### config.mk
export PLATFORM = sky130hd
export DESIGN_NAME = piso_tx
export DESIGN_NICKNAME = d
export VERILOG_FILES = /design/src/rtl/piso_tx.sv
export SDC_FILE = /design/constraint.sdc
export NUM_CORES = 1
export LEC_CHECK = 0
export CAP_MARGIN = 20
export CORE_MARGIN = 5
export CORE_UTILIZATION = 50
export CTS_CLUSTER_DIAMETER = 150
export DETAILED_ROUTE_END_ITERATION = 10
export HOLD_SLACK_MARGIN = 0.02
export PLACE_DENSITY = 0.82
export SETUP_SLACK_MARGIN = 0.1
export SLEW_MARGIN = 15
export SYNTH_ARGS = -nofsm -noshare
export SYNTH_HDL_FRONTEND = slang
export SYNTH_SLANG_ARGS = --single-unit
### constraint.sdc
create_clock -name CLOCK -period 3.3 [get_ports CLOCK]
set_input_delay 0.825 -clock CLOCK [delete_from_list [all_inputs] [get_ports CLOCK]]
set_output_delay 0.825 -clock CLOCK [all_outputs]
set_load 0.05 [all_outputs]
### src/rtl/piso_tx.sv
// Parallel-in/serial-out transmitter.
// Accepts a WIDTH-bit word on a LOAD/READY handshake and shifts it out
// one bit per ENABLE strobe on SER_OUT. SER_OUT is always the head of the
// shift register. Zeros are filled in behind the data, so SER_OUT is
// naturally 0 once a frame has fully drained.
//
// state    | meaning
// ---------+-----------------------------------------------------------
// ST_IDLE  | ready for a new word; LOAD captures DATA_IN
// ST_SHIFT | frame in flight; each ENABLE edge advances one bit
// ST_FIN   | single cycle after the last bit; DONE pulse
module piso_tx #(
  parameter int WIDTH     = 8,
  parameter bit MSB_FIRST = 1'b1
) (
  input  logic             CLOCK,
  input  logic             CLEAR,
  input  logic             ENABLE,
  input  logic             LOAD,
  input  logic [WIDTH-1:0] DATA_IN,
  output logic             READY,
  output logic             SER_OUT,
  output logic             SER_VALID,
  output logic             FRAME,
  output logic             DONE
);

  localparam int CNT_W = (WIDTH > 1) ? $clog2(WIDTH) : 1;
  localparam logic [CNT_W-1:0] CNT_LAST = CNT_W'(WIDTH - 1);

  typedef enum logic [1:0] {
    ST_IDLE  = 2'd0,
    ST_SHIFT = 2'd1,
    ST_FIN   = 2'd2
  } state_t;

  state_t           state, state_nxt;
  logic [WIDTH-1:0] shreg, shreg_nxt;
  logic [WIDTH-1:0] load_word;
  logic [CNT_W-1:0] cnt, cnt_nxt;

  // Orient the captured word so the shifter always moves toward the MSB.
  always_comb begin
    load_word = DATA_IN;
    if (!MSB_FIRST) begin
      for (int i = 0; i < WIDTH; i++) begin
        load_word[i] = DATA_IN[WIDTH-1-i];
      end
    end
  end

  // Next-state, shifter and bit-counter update.
  always_comb begin
    state_nxt = state;
    shreg_nxt = shreg;
    cnt_nxt   = cnt;
    case (state)
      ST_IDLE: begin
        if (LOAD) begin
          shreg_nxt = load_word;
          cnt_nxt   = '0;
          state_nxt = ST_SHIFT;
        end
      end
      ST_SHIFT: begin
        if (ENABLE) begin
          shreg_nxt = {shreg[WIDTH-2:0], 1'b0};
          cnt_nxt   = cnt + CNT_W'(1);
          if (cnt == CNT_LAST) begin
            state_nxt = ST_FIN;
          end
        end
      end
      ST_FIN: begin
        state_nxt = ST_IDLE;
      end
      default: begin
        state_nxt = ST_IDLE;
        shreg_nxt = '0;
        cnt_nxt   = '0;
      end
    endcase
  end

  // State and datapath registers; CLEAR aborts any frame in flight.
  always_ff @(posedge CLOCK) begin
    if (CLEAR) begin
      state <= ST_IDLE;
      shreg <= '0;
      cnt   <= '0;
    end else begin
      state <= state_nxt;
      shreg <= shreg_nxt;
      cnt   <= cnt_nxt;
    end
  end

  // Outputs come only from registers and state decode.
  assign READY     = (state == ST_IDLE);
  assign SER_VALID = (state == ST_SHIFT);
  assign SER_OUT   = shreg[WIDTH-1];
  assign FRAME     = (state == ST_SHIFT) && (cnt == '0);
  assign DONE      = (state == ST_FIN);

endmodule

Word-level counts from Yosys, hierarchy flattened
Cells that the tools add are included.

Memories: 0. Output and inout port bits: 5. Register bits: 13. Bits in read-only memories: 0. Input bits: 12. Latch bits: 0. Logic and storage cells: 26. Memory bits (writable): 0.

Div/mod/pow operators: 0. Reductions and logical operators: 5. Add/subtract/negate cells: 1. Multipliers: 0. Shift operators: 0. Muxes and demuxes: 10. Equal/unequal tests: 6. Bitwise gates (word level): 1. Order comparisons: 0.

Operators with widths (count): $pmux W8 S3 (1); $mux W8 (2); $pmux W3 S3 (1); $mux W2 (3); $mux W3 (2); $reduce_and A3 Y1 (2); $ne A2 B2 Y1 const B (2); $pmux W2 S2 (1); $add A3 B1 Y3 const B (1); $eq A3 B3 Y1 const B (1); $logic_not A3 Y1 (1); $eq A2 B1 Y1 const B (1); $eq A2 B2 Y1 const B (1); $logic_not A2 Y1 (1); $ne A2 B1 Y1 const B (1); $logic_and A1 B1 Y1 (1); $not A1 Y1 (1).

Depth between registers and ports, before layout
Gate-level depths: netlist of run 1.

Depth in word-level cells: 4. Depth in mapped cells: 6. Gate-level depth less buffers: 5.

Worst setup path before layout of run 1
OpenSTA, ideal clock, no wires.

Path kind: reg2out. Start: register state[0]. End: output port FRAME. Arrival time: 1.760 ns. Cell stages (with the launch flop): 4. Required time: 2.475 ns. Buffers on the path: 1. Path slack: 0.715 ns. Cell sequence: dfxtp_1 buf_6 nor2b_1 and3b_1.

Cells in the longest elaborated chain, start to end: 2.

Ends and longest elaborated chain: start, declared (line 37) `state_t state, state_nxt;`; start signal, assigned (line 92) `state <= state_nxt;`; $eq A2 B1 Y1; net SER_VALID (line 23) `output logic SER_VALID,`; $logic_and A1 B1 Y1 (line 102) `assign FRAME = (state == ST_SHIFT) && (cnt == '0);`; end, declared (line 24) `output logic FRAME,`.

The timed path passes the listed nets, and every way through them passes these cells.

Final worst setup path of run 1
Start: register state[1]. End: output port FRAME.

Cells in the longest elaborated chain, start to end: 2.

Ends and longest elaborated chain (line): $eq A2 B1 Y1 (102); $logic_and A1 B1 Y1 (102).

No other way between the ends.

==> flow_metrics.tcl, run 1 <==
set metrics [dict create \
    yosysUniqueCellTypes 23 \
    grt.overflow.total 0 \
    netlist_area_um2 697 \
    remaining_drc_errors 0 \
    area_growth_pct 24.4 \
    worstSetupPathType "reg -> out" \
    powerDensity_nw_per_um2 395 \
    die-area_um2 2240 \
    ant_nets 0 \
    whs_ns 0.468 \
    tightest_slew_ns 0.495 \
    outcome "finished, final reports clean" \
    grt_pass1_wl_um 2310 \
    relSlewSlack 0.669 \
    dp.cells 99 \
    cts_buffers 3 \
    layout.cells.non_filler 103 \
    cts_root_buf "clkbuf_4" \
    layout_commonest_cell "clkdlybuf4s50_1" \
    worstSkewPairLatency_ns 0.27 \
    tns_ns 0 \
    synth_nets 88 \
    antenna_cells 0 \
    min_period_ns 2.76 \
    peakVddDrop_v 0.000219 \
    crit_fanout 15 \
    timing.final.crit_share 0.836 \
    drv_slew 0 \
    setup_slack_ns 0.540 \
    cts-resized-gates 0 \
    avgSynthCellArea_um2 9.55 \
    gp_congestion 0.676 \
    final_cell_mix "clkdlybuf4s50_1, dfxtp_1, nand3_1" \
    grt_usage 0.145 \
    die_x_um 47.3 \
    synth_warnings 0 \
    routedWlPerCell_um 13.2 \
    hold_violations 0 \
    wirelength_um 1360 \
    hold_path.class "reg -> reg" \
    final_nets 104 \
    ys_ff_latch 13 \
    drtIter0Drc 5 \
    seq_area_frac_synth 0.373 \
    fin_util 0.658 \
    drive_gt1_frac 0.0909 \
    vias 577 \
    cp-end-kind "primary output" \
    arrival_ns 1.94 \
    die_height_um 47.3 \
    ios 17 \
    synthCells 73 \
    fin_skew_ns 0.000934 \
    portBuffers 16 \
    fillers 118 \
    rows 13 \
    post_cts_buffers 0 \
    setup.worst_path.start_class "register" \
    p_leak_uw 0.000340 \
    dp_hpwl_um 952 \
    required_ns 2.47 \
    cts.clk_slew.worst_paths_ns 0.08 \
    viasPerCell 5.60 \
    fmax_mhz 362 \
    clock-sinks 13 \
    core-area_um2 1320 \
    grt_pass1_vias 540 \
    setup-violations-final 0 \
    cts_hold_buf 0 \
    antenna_found_initial 0 \
    dp_slack_ns 0.807 \
    htree_levels 1 \
    start_util 0.529 \
    cts_tree "yes" \
    firstDrtPassIters 4 \
    clock_path_buffers 2 \
    maxCapViolCount 0 \
    rsz0062_at_grt "false" \
    grt_max_degree 16 \
]
## Yosys cell counts
cell      count  area share
buf_6         3       0.048
o21a_1        1       0.011
a211o_1       7       0.088
nor2_1        1      0.0054
a21oi_2       2       0.025
dfxtp_1      13        0.37
and2_1        1      0.0090
nor3b_1       1       0.011
nand3_1      10       0.072
mux2i_1       7        0.10
buf_2         1      0.0072
o21ai_0       1      0.0072
nor3_1        2       0.014
and3b_1       2       0.025
inv_1         2       0.011
ha_1          3       0.054
or3b_1        1       0.013
a22o_1        2       0.025
mux2_2        1       0.016
o21ai_1       1      0.0072
a21oi_1       6       0.043
clkbuf_1      3       0.016
nor2b_1       2       0.018
## final timing paths
| check | start | end | slack (ns) | cells after the start |
|---|---|---|---|---|
| hold reg to reg | shreg[2] | shreg[2] | 0.47 | 2 |
| hold / removal | shreg[2] | shreg[2] | 0.47 | 2 |
| setup reg to reg | state[1] | shreg[6] | 1.61 | 3 |
| setup / recovery | state[1] | FRAME | 0.54 | 3 |
## registers in the layout, indices dropped and copies added, names as in the netlist
signal / flops
cnt: 3
shreg: 8
state: 2
## kinds of logic (layout without fill, tap and decap cells)
logic type	count (synthesis)	in the layout	share of synthesized area
AO/OA/AOI/OAI	20	20	0.206
adder cells (fa/ha/maj)	3	3	0.0539
buffers and inverters	9	24	0.0826
flip-flops	13	13	0.373
multiplexers	8	8	0.117
AND/OR/NAND/NOR	20	20	0.167
## area by class of cell
type / instances / area (um^2) / area share
sequential: 13 / 260 / 0.300
clock buffer: 4 / 26.3 / 0.0303
timing repair buffer: 18 / 175 / 0.202
multi-input combinational: 51 / 379 / 0.437
inverter: 2 / 7.51 / 0.00866
tap: 15 / 18.8 / 0.0216
## per-stage QoR
stage | area (um^2) | total power, uW
finish | 867 | 343
global placement | 841 | 248
global route | 867 | 360
floorplan | 697 | 226
detailed placement | 841 | 249
CTS | 867 | 345
## worst max-delay path, stage by stage, from the launching register on
cell and delay, ns:
dfxtp_1 0.45, nor2b_1 0.24, and3b_1 0.18, clkdlybuf4s50_1 0.80
## routing by layer
layer	share of wire	track usage	up-vias
met3	0.059	0.0268	4
met1	0.47	0.192	267
met2	0.46	0.227	10
li1	-	-	296
met4	0.017	0.0663	0
met5	0	0	-
## report_power, final
group	switching, uW	leakage (uW)	total, uW	internal [uW]
Sequential	3.86	0.000106	169	165
Combinational	40.0	0.000218	76.8	36.8
Clock	50.4	0.0000150	97.2	46.8
Total	94.3	0.000340	343	249
Power figures use the tool's default switching activity.
==> run 2: changes to the inputs <==
--- a/config.mk
+++ b/config.mk
@@ -7,11 +7,11 @@
 export LEC_CHECK = 0
 export CAP_MARGIN = 20
 export CORE_MARGIN = 5
-export CORE_UTILIZATION = 50
+export CORE_UTILIZATION = 46
 export CTS_CLUSTER_DIAMETER = 150
 export DETAILED_ROUTE_END_ITERATION = 10
 export HOLD_SLACK_MARGIN = 0.02
-export PLACE_DENSITY = 0.82
+export PLACE_DENSITY = 0.76
 export SETUP_SLACK_MARGIN = 0.1
 export SLEW_MARGIN = 15
 export SYNTH_ARGS = -nofsm -noshare
==> constraint.sdc (replaced) <==
create_clock -name CLOCK -period 2.7 [get_ports CLOCK]
set_input_delay 0.675 -clock CLOCK [delete_from_list [all_inputs] [get_ports CLOCK]]
set_output_delay 0.675 -clock CLOCK [all_outputs]
set_load 0.05 [all_outputs]
==> run 2 against run 1 <==
  * Combinational power is 17% higher
  * First-iteration DRC count stayed put
  * Clock power is 24% higher
  * Hold slack better by 0.0055 ns
  * Total power is 22% higher
  * Via count is 2.3% higher
  * Register-to-register slack worse by 0.66 ns
  * Routed wire length is 2.4% higher
  * Die area is 6.8% higher
  * Largest cell class unchanged
  * Largest power group unchanged
==> flow_metrics.tcl, run 2 (same netlist as run 1, synthesis figures left out) <==
set metrics [dict create \
    outcome "finished, final reports clean" \
    drtIter0Drc 5 \
    tns_ns 0 \
    portBuffers 16 \
    r2r_slack_ns 0.95 \
    post_cts_buffers 0 \
    timing.final.crit_share 0.872 \
    ios 17 \
    swShare 0.278 \
    clkPwrFrac 0.288 \
    reg_top3 "shreg: 8 flops, cnt: 3 flops, state: 2 flops" \
    drv_slew 0 \
    hold_violations 0 \
    cts.clk_slew.worst_paths_ns 0.08 \
    regMostFlops "shreg" \
    powerDensity_nw_per_um2 482 \
    antenna_found_initial 0 \
    p_int_uw 303 \
    setup-violations-final 0 \
    peakVddDrop_v 0.000293 \
    remaining_drc_errors 0 \
    grt_pass1_wl_um 2320 \
    htree_levels 1 \
    die_x_um 48.9 \
    min_period_ns 2.35 \
    viasPerCell 5.62 \
    clock_path_buffers 2 \
    cp_slowest_cell "clkdlybuf4s50_1" \
    netSwitchingPower_uw 117 \
    hold_depth 2 \
    maxCapViolCount 0 \
    rsz0062_at_grt "false" \
    antenna_cells 0 \
    share_seq_of_total_power 0.497 \
    final_cell_mix "clkdlybuf4s50_1, dfxtp_1, nand3_1" \
    top_usage_layer "met2" \
    cts_root_buf "clkbuf_4" \
    wirelength_um 1390 \
    ant_nets 0 \
    required_ns 2.03 \
    clock-sinks 13 \
    fmax_mhz 425 \
    use_met2 0.189 \
    whs_ns 0.473 \
    start_util 0.474 \
    area_growth_pct 25.0 \
    r2r_cells 4 \
    rows 14 \
    core-area_um2 1470 \
    firstDrtPassIters 2 \
    crit_fanout 7 \
    die_height_um 48.9 \
    grt_usage 0.126 \
    fin_util 0.592 \
    cts_tree "yes" \
    die-area_um2 2390 \
    combPwrFrac 0.214 \
    routedWlPerCell_um 13.2 \
    gp_congestion 0.742 \
    worstSkewPairLatency_ns 0.28 \
    fin_skew_ns 0.00520 \
    slowest_delay_ns 0.83 \
    hold_path.class "reg -> reg" \
    grt_max_degree 16 \
    grt_util_met1 0.138 \
    grt_pass1_vias 571 \
    cts-resized-gates 0 \
    cts_hold_buf 0 \
    cp-end-kind "primary output" \
    vias 590 \
    drive_gt1_frac 0.124 \
    relSlewSlack 0.664 \
    path_cells "nor2_1 > clkdlybuf4s50_1" \
    tightest_slew_ns 0.502 \
    fillers 147 \
    dp_hpwl_um 1020 \
    grt.overflow.total 0 \
    cts_buffers 3 \
    p_leak_uw 0.000348 \
    grtUsageMet3 0.0642 \
    final_nets 105 \
    layout_commonest_cell "clkdlybuf4s50_1" \
    arrival_ns 1.68 \
    largest_register_ffs 8 \
    worstSetupPathType "reg -> out" \
    setup.worst_path.start_class "register" \
]
==> run 2: changes by cell type in the layout (fill, tap and decap cells not counted), sizes merged <==
cell	change
buf	+3
clkdlybuf4s50	-2
==> run 2: per-stage QoR <==
stage	total power (uW)	cells	instance area (um^2)	worst slack [ns]
global placement	303	101	845	0.393
finish	420	105	871	0.346
floorplan	277	73	697	0.265
detailed placement	304	101	845	0.378
CTS	428	105	871	0.303
global route	449	105	871	0.243
==> run 2: final cells by class <==
type	count	area, um^2	share of cell area
inverters	2	7.51	0.00862
flip-flops and latches	13	260	0.299
multi-input cells	51	379	0.435
clock buffers	4	26.3	0.0302
well taps	16	20.0	0.0230
repair buffers	19	178	0.204
==> run 2: worst max-delay path: cells and delay by family, from the launching register on <==
| family | cells | cell delay [ns] |
|---|---|---|
| DFF | 1 | 0.40 |
| buffers and inverters | 1 | 0.83 |
| and+or+nand+nor | 1 | 0.17 |
==> run 2: power groups by stage <==
stage	registers [uW]	logic [uW]	clock network [uW]
3_3_place_gp	213	89.8	0
3_5_place_dp	213	90.8	0
5_1_grt	210	98.3	140
6_report	209	90.0	121
2_1_floorplan	213	63.2	0
4_1_cts	209	90.9	128
==> run 2: final timing paths <==
check / startpoint / to
hold reg to reg: shreg[5] / shreg[5]
hold / removal: shreg[5] / shreg[5]
setup reg to reg: state[0] / shreg[5]
setup / recovery: state[0] / READY
==> run 2: routing by layer <==
metal | vias up | wire length [um]
li1 | 304 | -
met1 | 273 | 652
met2 | 9 | 628
met3 | 4 | 75
met4 | 0 | 31
met5 | - | 0
